--- src/rtl/dm_arb_pkg.sv ---
// Shared definitions for the data-memory arbiter: address range bound,
// owner encoding, full-word byte enable and the in-range helper.
package dm_arb_pkg;

    localparam int         DM_ADDR_HI = 13;
    localparam logic [3:0] BE_WORD    = 4'b1111;

    typedef enum logic [1:0] {
        OWN_NONE,
        OWN_CPU,
        OWN_DMA
    } owner_t;

    // A byte address maps into the 2048-word array only when its upper bits are zero.
    function automatic logic in_range(input logic [31:0] addr);
        return addr[31:DM_ADDR_HI] == '0;
    endfunction

endpackage

--- src/rtl/dm_arbiter_if.sv ---
// Bus bundle for dm_arbiter: CPU MEM-stage side, DMA requester side and
// the memory port. master = surrounding system, slave = the arbiter.
interface dm_arbiter_if #(
    parameter int AW = 11
);
    logic          cpu_req;
    logic          cpu_we;
    logic [3:0]    cpu_be;
    logic [31:0]   cpu_addr;
    logic [31:0]   cpu_wdata;
    logic          int_req;
    logic          cpu_stall;
    logic [31:0]   cpu_rdata;

    logic          dma_req;
    logic          dma_we;
    logic [31:0]   dma_addr;
    logic [31:0]   dma_wdata;
    logic          dma_gnt;
    logic          dma_rvalid;
    logic [31:0]   dma_rdata;
    logic          dma_err;

    logic          mem_we;
    logic [3:0]    mem_be;
    logic [AW-1:0] mem_addr;
    logic [31:0]   mem_wdata;
    logic [31:0]   mem_rdata;

    modport master (
        output cpu_req, cpu_we, cpu_be, cpu_addr, cpu_wdata, int_req,
        input  cpu_stall, cpu_rdata,
        output dma_req, dma_we, dma_addr, dma_wdata,
        input  dma_gnt, dma_rvalid, dma_rdata, dma_err,
        input  mem_we, mem_be, mem_addr, mem_wdata,
        output mem_rdata
    );

    modport slave (
        input  cpu_req, cpu_we, cpu_be, cpu_addr, cpu_wdata, int_req,
        output cpu_stall, cpu_rdata,
        input  dma_req, dma_we, dma_addr, dma_wdata,
        output dma_gnt, dma_rvalid, dma_rdata, dma_err,
        output mem_we, mem_be, mem_addr, mem_wdata,
        input  mem_rdata
    );

endinterface

--- src/rtl/dm_arb_starve.sv ---
// DMA starvation counter: counts consecutive cycles a DMA request waits
// ungranted, saturating at STARVE_LIMIT, and raises force_dma once reached.
module dm_arb_starve #(
    parameter int STARVE_LIMIT = 4
) (
    input  logic clk,
    input  logic reset,
    input  logic dma_req,
    input  logic dma_gnt,
    output logic force_dma
);

    localparam logic [3:0] LIMIT = 4'(STARVE_LIMIT);

    logic [3:0] wait_cnt;

    // Wait counter: clears when the request is served or withdrawn, else saturating count.
    always_ff @(posedge clk) begin
        if (reset || !dma_req || dma_gnt) begin
            wait_cnt <= '0;
        end else if (wait_cnt < LIMIT) begin
            wait_cnt <= wait_cnt + 4'd1;
        end
    end

    assign force_dma = dma_req && (wait_cnt == LIMIT);

endmodule

--- src/rtl/dm_arbiter.sv ---
// Data-memory port arbiter: CPU MEM stage has fixed priority, a DMA
// requester is forced through after STARVE_LIMIT waiting cycles.
// Optional macro DM_ARBITER_STATS_EN adds stall/grant statistics counters.
module dm_arbiter
    import dm_arb_pkg::*;
#(
    parameter int STARVE_LIMIT = 4,
    parameter int AW           = 11
) (
    input  logic        clk,
    input  logic        reset,
`ifdef DM_ARBITER_STATS_EN
    output logic [31:0] stat_cpu_stall,
    output logic [31:0] stat_dma_gnt,
`endif
    dm_arbiter_if.slave bus
);

    owner_t        owner;
    logic          cpu_in;
    logic          dma_in;
    logic          force_dma;
    logic          gnt;
    logic          stall;
    logic          we;
    logic [3:0]    be;
    logic [AW-1:0] addr;
    logic [31:0]   wdata;
    logic          rvalid_q;
    logic [31:0]   rdata_q;
    logic          err_q;
    logic          unused_addr_lsbs;

    assign cpu_in = bus.cpu_req && in_range(bus.cpu_addr);
    assign dma_in = in_range(bus.dma_addr);
    assign unused_addr_lsbs = ^{bus.cpu_addr[1:0], bus.dma_addr[1:0]};

    dm_arb_starve #(
        .STARVE_LIMIT(STARVE_LIMIT)
    ) u_starve (
        .clk      (clk),
        .reset    (reset),
        .dma_req  (bus.dma_req),
        .dma_gnt  (gnt),
        .force_dma(force_dma)
    );

    // Owner selection: in-range CPU first unless the DMA is being forced through.
    always_comb begin
        owner = OWN_NONE;
        if (cpu_in && !force_dma) begin
            owner = OWN_CPU;
        end else if (bus.dma_req) begin
            owner = OWN_DMA;
        end
    end

    // Memory port controls from the owner; idle keeps the CPU address on the port.
    always_comb begin
        we    = 1'b0;
        be    = bus.cpu_be;
        addr  = bus.cpu_addr[AW+1:2];
        wdata = bus.cpu_wdata;
        unique case (owner)
            OWN_CPU: we = bus.cpu_we && !bus.int_req;
            OWN_DMA: begin
                we    = bus.dma_we && dma_in;
                be    = BE_WORD;
                addr  = bus.dma_addr[AW+1:2];
                wdata = bus.dma_wdata;
            end
            default: ;
        endcase
        // Reset cycle must never commit a write.
        if (reset) begin
            we = 1'b0;
        end
    end

    assign gnt   = (owner == OWN_DMA);
    assign stall = force_dma && cpu_in;

    // DMA return path: read data and rvalid/err pulses registered one cycle after grant.
    always_ff @(posedge clk) begin
        if (reset) begin
            rvalid_q <= 1'b0;
            err_q    <= 1'b0;
            rdata_q  <= '0;
        end else begin
            rvalid_q <= gnt && !bus.dma_we && dma_in;
            err_q    <= gnt && !dma_in;
            if (gnt && !bus.dma_we && dma_in) begin
                rdata_q <= bus.mem_rdata;
            end
        end
    end

    assign bus.cpu_stall  = stall;
    assign bus.cpu_rdata  = bus.mem_rdata;
    assign bus.dma_gnt    = gnt;
    assign bus.dma_rvalid = rvalid_q;
    assign bus.dma_rdata  = rdata_q;
    assign bus.dma_err    = err_q;
    assign bus.mem_we     = we;
    assign bus.mem_be     = be;
    assign bus.mem_addr   = addr;
    assign bus.mem_wdata  = wdata;

`ifdef DM_ARBITER_STATS_EN
    // Statistics: stall and grant cycle counts, free-running modulo 2^32.
    always_ff @(posedge clk) begin
        if (reset) begin
            stat_cpu_stall <= '0;
            stat_dma_gnt   <= '0;
        end else begin
            if (stall) stat_cpu_stall <= stat_cpu_stall + 32'd1;
            if (gnt)   stat_dma_gnt   <= stat_dma_gnt + 32'd1;
        end
    end
`endif

endmodule

--- src/flat_wrapper.sv ---
// flat-port wrapper written by rule: the top's interface ports become plain ports
module dm_arbiter_flat import dm_arb_pkg::*;
#(
    parameter int STARVE_LIMIT = 4,
    parameter int AW           = 11
)
  (clk, reset, bus_cpu_req, bus_cpu_we, bus_cpu_be, bus_cpu_addr, bus_cpu_wdata, bus_int_req, bus_cpu_stall, bus_cpu_rdata, bus_dma_req, bus_dma_we, bus_dma_addr, bus_dma_wdata, bus_dma_gnt, bus_dma_rvalid, bus_dma_rdata, bus_dma_err, bus_mem_we, bus_mem_be, bus_mem_addr, bus_mem_wdata, bus_mem_rdata);
  dm_arbiter_if #(.AW(AW)) bus_i ();
  input  logic clk;
  input  logic reset;
  input wire logic [$bits(bus_i.cpu_req)-1:0] bus_cpu_req;
  input wire logic [$bits(bus_i.cpu_we)-1:0] bus_cpu_we;
  input wire logic [$bits(bus_i.cpu_be)-1:0] bus_cpu_be;
  input wire logic [$bits(bus_i.cpu_addr)-1:0] bus_cpu_addr;
  input wire logic [$bits(bus_i.cpu_wdata)-1:0] bus_cpu_wdata;
  input wire logic [$bits(bus_i.int_req)-1:0] bus_int_req;
  output wire logic [$bits(bus_i.cpu_stall)-1:0] bus_cpu_stall;
  output wire logic [$bits(bus_i.cpu_rdata)-1:0] bus_cpu_rdata;
  input wire logic [$bits(bus_i.dma_req)-1:0] bus_dma_req;
  input wire logic [$bits(bus_i.dma_we)-1:0] bus_dma_we;
  input wire logic [$bits(bus_i.dma_addr)-1:0] bus_dma_addr;
  input wire logic [$bits(bus_i.dma_wdata)-1:0] bus_dma_wdata;
  output wire logic [$bits(bus_i.dma_gnt)-1:0] bus_dma_gnt;
  output wire logic [$bits(bus_i.dma_rvalid)-1:0] bus_dma_rvalid;
  output wire logic [$bits(bus_i.dma_rdata)-1:0] bus_dma_rdata;
  output wire logic [$bits(bus_i.dma_err)-1:0] bus_dma_err;
  output wire logic [$bits(bus_i.mem_we)-1:0] bus_mem_we;
  output wire logic [$bits(bus_i.mem_be)-1:0] bus_mem_be;
  output wire logic [$bits(bus_i.mem_addr)-1:0] bus_mem_addr;
  output wire logic [$bits(bus_i.mem_wdata)-1:0] bus_mem_wdata;
  input wire logic [$bits(bus_i.mem_rdata)-1:0] bus_mem_rdata;
  assign bus_i.cpu_req = bus_cpu_req;
  assign bus_i.cpu_we = bus_cpu_we;
  assign bus_i.cpu_be = bus_cpu_be;
  assign bus_i.cpu_addr = bus_cpu_addr;
  assign bus_i.cpu_wdata = bus_cpu_wdata;
  assign bus_i.int_req = bus_int_req;
  assign bus_cpu_stall = bus_i.cpu_stall;
  assign bus_cpu_rdata = bus_i.cpu_rdata;
  assign bus_i.dma_req = bus_dma_req;
  assign bus_i.dma_we = bus_dma_we;
  assign bus_i.dma_addr = bus_dma_addr;
  assign bus_i.dma_wdata = bus_dma_wdata;
  assign bus_dma_gnt = bus_i.dma_gnt;
  assign bus_dma_rvalid = bus_i.dma_rvalid;
  assign bus_dma_rdata = bus_i.dma_rdata;
  assign bus_dma_err = bus_i.dma_err;
  assign bus_mem_we = bus_i.mem_we;
  assign bus_mem_be = bus_i.mem_be;
  assign bus_mem_addr = bus_i.mem_addr;
  assign bus_mem_wdata = bus_i.mem_wdata;
  assign bus_i.mem_rdata = bus_mem_rdata;
  dm_arbiter #(.STARVE_LIMIT(STARVE_LIMIT), .AW(AW)) u_core (.clk(clk), .reset(reset), .bus(bus_i));
endmodule
--- config.mk ---
export PLATFORM = sky130hd
export DESIGN_NAME = dm_arbiter_flat
export DESIGN_NICKNAME = d
export VERILOG_FILES = /design/src/rtl/dm_arb_pkg.sv /design/src/rtl/dm_arbiter_if.sv /design/src/rtl/dm_arb_starve.sv /design/src/rtl/dm_arbiter.sv /design/src/flat_wrapper.sv
export SDC_FILE = /design/constraint.sdc
export NUM_CORES = 1
export LEC_CHECK = 0
export CAP_MARGIN = 30
export CORE_AREA = 2 2 112 114
export DETAILED_ROUTE_END_ITERATION = 6
export DIE_AREA = 0 0 114 116
export GPL_TIMING_DRIVEN = 0
export PLACE_DENSITY = 0.76
export REMOVE_ABC_BUFFERS = 1
export SLEW_MARGIN = 20
export SYNTH_ARGS = -nofsm -noshare
export SYNTH_HDL_FRONTEND = slang
export SYNTH_SLANG_ARGS = --single-unit
--- constraint.sdc ---
create_clock -name clk -period 3.9 [get_ports clk]
set_clock_uncertainty 0.1 [all_clocks]
set_input_delay 0.78 -clock clk [delete_from_list [all_inputs] [get_ports clk]]
set_output_delay 0.78 -clock clk [all_outputs]
set_load 0.02 [all_outputs]
# == Yosys cells after proc, flatten, opt, wreduce, memory -nomap -nowiden ==
# Cells that the tools add are included.
# W data, S select, Z words.
# totals
register_bits,38
output_inout_bits,116
# op_classes
addsub,1
n_lt_le_gt_ge,1
n_eq_ne,3
muxes,7
reduce_logical,18
# op_table
op,n
$logic_not A19 Y1,2
$mux W32,1
$mux W11,1
$logic_and A1 B1 Y1,9
$logic_not A1 Y1,5
$add A4 B1 Y4 const B,1
$eq A4 B3 Y1 const B,1
$lt A4 B3 Y1 const B,1
$mux W2,2
$mux W4,1
$eq A2 B1 Y1 const B,1
$eq A2 B2 Y1 const B,1
$logic_or A1 B1 Y1,2
$pmux W1 S2,1
$mux W1,1

# == Logic depth before layout (Yosys ltp) ==
# logic_depth
word_depth,8
depth_mapped,8
mapped_depth_nobuf,6

# == Modules after synthesis ==
# From an unflattened synthesis, not the netlist that was laid out.
# unflattened
hier_cells,277
hier_area_um2,2688.8
# by_module_without_submodules
mod,instances,cells_each,area_each_um2,seq_area_each_um2
dm_arbiter,1,255,2501.1,680.7
dm_arb_starve,1,22,187.7,80.1

# == Worst setup path before layout ==
# OpenSTA, ideal clock, no wires.
# synth_path
path_type,input-to-output
start,input bus_cpu_addr[13]
end,output bus_mem_wdata[26]
arrival_ns,2.355
required_ns,3.020
slack_ns,0.665
stages,6
path_cell_list,or4_4 > nand2b_4 > o21ai_4 > buf_6 > buf_6 > mux2_1
# synth_between
elab_chain_len,6
# synth_lines
item,line,rtl
"start, declared",flat_wrapper.sv:14,input wire logic [$bits(bus_i.cpu_addr)-1:0] bus_cpu_addr;
$logic_not A19 Y1,dm_arb_pkg.sv:16,return addr[31:DM_ADDR_HI] == '0;
$logic_and A1 B1 Y1,dm_arbiter.sv:34,assign cpu_in = bus.cpu_req && in_range(bus.cpu_addr);
$logic_and A1 B1 Y1,dm_arbiter.sv:51,if (cpu_in && !force_dma) begin
$mux W2,dm_arbiter.sv:51,
$eq A2 B2 Y1,dm_arbiter.sv:64,unique case (owner)
$mux W32,dm_arbiter.sv:64,
"end, declared",flat_wrapper.sv:30,output wire logic [$bits(bus_i.mem_wdata)-1:0] bus_mem_wdata;
# No other way between the ends.

# == Worst setup path after layout ==
# layout_path
start,input bus_cpu_addr[18]
end,output bus_mem_addr[8]
# layout_between
elab_chain_len,6
# layout_lines
item,line,rtl
$logic_not A19 Y1,dm_arb_pkg.sv:16,
$logic_and A1 B1 Y1,dm_arbiter.sv:34,
$logic_and A1 B1 Y1,dm_arbiter.sv:51,
$mux W2,dm_arbiter.sv:51,
$eq A2 B2 Y1,dm_arbiter.sv:64,
$mux W11,dm_arbiter.sv:64,
"end, declared",flat_wrapper.sv:29,output wire logic [$bits(bus_i.mem_addr)-1:0] bus_mem_addr;
# No other way between the ends.

==> results.json <==
{
  "crit_top_cell": "buf_4",
  "fmax_ghz": 0.258,
  "maxSlewViolCount": 0,
  "synthArstFlopShare_pct": 0,
  "required_ps": 3020,
  "clk_pin_slew_ps": 60,
  "cellPowerDensity_nw_per_um2": 243,
  "firstDrtPassIters": 4,
  "routabilityCongestion": 0.822,
  "die_y_um": 116,
  "yosysMostFrequentCell": "nand2b_1",
  "r2r_cells": 7,
  "holdCritPathClass": "reg2reg",
  "outcome": "finished, final reports clean",
  "n_antenna_cell": 0,
  "synthTopCellsByCount": "nand2b_1 (69), dfxtp_1 (38), buf_4 (34), mux2i_1 (33), mux2_2 (28)",
  "worst_pin_slew_ps": 582,
  "fin_nets": 712,
  "dp_hpwl_um": 9540,
  "cp_slowest_stage_delay_ps": 560,
  "ctsHoldBuffers": 0,
  "holdCritStartpoint": "u_core.bus.dma_rdata[22]$_SDFFE_PP0P_",
  "worst_ep_arrival_time_ps": 3000,
  "synthesis.yosys.warnings": 0,
  "syn_area_um2": 2700,
  "synth-edff-count": 0,
  "ys_types": 33,
  "grt_pass1_wl_um": 16900,
  "timing.rr.start": "u_core.u_starve.wait_cnt[0]$_SDFFE_PP0N_",
  "ys_seq_area_share_pct": 28.1,
  "start_util_pct": 22.7,
  "root_buffer": "clkbuf_16",
  "die_w_um": 114,
  "max_cap_violations": 0,
  "crit_fanout": 5,
  "htree_levels": 2,
  "drt_iter0_drc": 106,
  "rsz0062_at_grt": "yes",
  "synth-seq-cells": 38,
  "power.internal_mw": 1.03,
  "pwr-share-comb_pct": 32.9,
  "cts_tree": "done",
  "drive_above_1_share_pct": 17.4,
  "final_util_pct": 47.6,
  "critical_path_class": "in2out",
  "first_global_vias": 3135,
  "path_cells": "clkdlybuf4s50_1, or4_4, nand2b_4, o21ai_4, buf_12, buf_4, buf_4, mux2_2, buf_2",
  "clk_path_buf_depth": 2,
  "area_delta_synth_final_pct": 110,
  "synth_cells": 281,
  "rr_endpoint": "u_core.bus.dma_rdata[23]$_SDFFE_PP0P_",
  "ir_drop_uv": 169,
  "coreArea_um2": 11900,
  "wl_per_cell_um": 17.3,
  "power_frac_clock_pct": 38.8,
  "fp.dieArea_um2": 13200,
  "viasPerCell": 4.39,
  "grt_usage_pct": 16.4,
  "drc": 0,
  "avgSynthCellArea_um2": 9.62,
  "min_to": "u_core.bus.dma_rdata[22]$_SDFFE_PP0P_",
  "row_count": 40,
  "p_sw_mw": 0.344,
  "period_needed_ps": 3880,
  "cp-end-kind": "output pin",
  "p_leak_nw": 2.12,
  "hold_viol_final": 0,
  "pin_count": 287,
  "grt_overflow": 0,
  "clock_sinks": 38,
  "setup_viol": 0,
  "vias": 3016,
  "synth_top_area_share_pct": 28.1,
  "yosysTopAreaCell": "dfxtp_1",
  "reg2reg_slack_ps": 1850,
  "cpMaxStageDelayCell": "or4_4",
  "slew_headroom_pct": 60.9,
  "power_mw": 1.37,
  "hold_depth": 2,
  "worstSkewPairLatency_ps": 270,
  "start_kind": "input port",
  "final_antenna_net_count": 0,
  "p_seq_share_pct": 28.3,
  "portBuffers": 282,
  "synth_top_flop_cell": "dfxtp_1",
  "wl_um": 11900,
  "grt_start_max_net_pins": 38,
  "swShare_pct": 25.0,
  "synth_area_leaders": "dfxtp_1 (28%), nand2b_1 (16%), mux2i_1 (12%), mux2_2 (12%), buf_4 (9.4%)",
  "numCtsBuffers": 5,
  "grt_antenna_before_repair": 1,
  "period_share_pct": 99.4
}
state kept, by name (all words and copies together) (netlist names):
| signal | flops |
|---|---|
| u_core.bus.dma_rdata | 32 |
| u_core.u_starve.wait_cnt | 4 |
| u_core.bus.dma_rvalid | 1 |
| u_core.bus.dma_err | 1 |
layout make-up:
class                   instances  area [um^2]
clock buffers                   5          125
clock inverters                 3         68.8
fillers                      1134         6250
inverters                       5         18.8
multi-input cells             191         1590
flip-flops and latches         38          761
well taps                     147          184
repair buffers                298         2910
how the worst max path moves through the flow:
stage | start | end | depth (start not counted)
finish | bus_cpu_addr[18] | bus_mem_addr[8] | 9
global route | bus_cpu_addr[18] | bus_mem_addr[8] | 9
floorplan | bus_cpu_addr[13] | bus_mem_wdata[16] | 4
global placement | bus_cpu_addr[13] | bus_mem_addr[2] | 6
CTS | bus_cpu_addr[13] | bus_mem_addr[7] | 7
detailed placement | bus_cpu_addr[13] | bus_mem_addr[7] | 7
power by group through the flow:
stage          combinational [mW]  sequential [mW]  clock [mW]
2_1_floorplan               0.120            0.398           0
3_3_place_gp                0.451            0.397           0
3_5_place_dp                0.460            0.397           0
4_1_cts                     0.445            0.389       0.550
5_1_grt                     0.477            0.388       0.564
6_report                    0.452            0.389       0.534
cells by family (layout without fill, tap and decap cells):
family | Yosys count | after routing | synth area share (%)
AO/OA/AOI/OAI | 6 | 7 | 1.76
XOR/XNOR | 1 | 1 | 0.324
adder cells (fa/ha/maj) | 2 | 2 | 0.925
buffers and inverters | 53 | 311 | 14.1
flip-flops | 38 | 38 | 28.1
multiplexers | 76 | 76 | 30.1
AND/OR/NAND/NOR | 105 | 105 | 24.6
cells in the final DEF, fill, tap and decap left out, drive strengths merged:
master and instances:
mux2 43, dlymetal6s2s 3, clkdlybuf4s50 233, inv 5, mux2i 33, clkinv 1, nand2b 70, o21ai 3
nor4 13, or4 1, nor3 3, nor3b 1, nand3b 1, nor4b 1, bufinv 2, buf 40
nor2b 1, and3 1, nand2 3, o311a 1, a21oi 2, a31oi 1, nor2 5, xnor2 1
nand4b 1, dfxtp 38, and4 1, clkbuf 12, clkdlybuf4s15 4, and4b 1, dlygate4sd2 11, ha 2
nand4 2
critical path, delay by kind of cell:
family	cells	cell delay [ps]
buffers and inverters	5	940
and+or+nand+nor	2	760
muxes	1	340
AOI/OAI and AO/OA	1	160
metrics by stage:
stage | cell area [um^2] | setup WS, ps | hold WS, ps | instances | setup TNS, ps
after floorplan | 2340 | 221 | 370 | 233 | 0
after global placement | 5350 | -1060 | 357 | 662 | -45670
after detailed placement | 5420 | -776 | 361 | 665 | -29980
after CTS | 5610 | 1.48 | 375 | 682 | 0
after global routing | 5670 | -41.6 | 391 | 687 | -232
final | 5670 | 24.5 | 371 | 687 | 0
layer usage:
layer / GRT usage, % / up-vias / share of wire [%]
met5: 0 / - / 0.093
met4: 3.82 / 2 / 0.93
met3: 5.54 / 12 / 10
met2: 28.9 / 174 / 49
met1: 19.2 / 1374 / 40
li1: - / 1454 / -
repair_timing:
| item | in CTS | in global routing |
|---|---|---|
| setup buffers | 9 | 3 |
| pin swaps | 3 | 1 |
| hold endpoints to repair | 0 | 0 |
| gates resized for setup | 126 | 30 |
| setup endpoints to repair | 49 | 25 |
| cloned | 1 | 2 |
(Power assumes the default switching activity.)
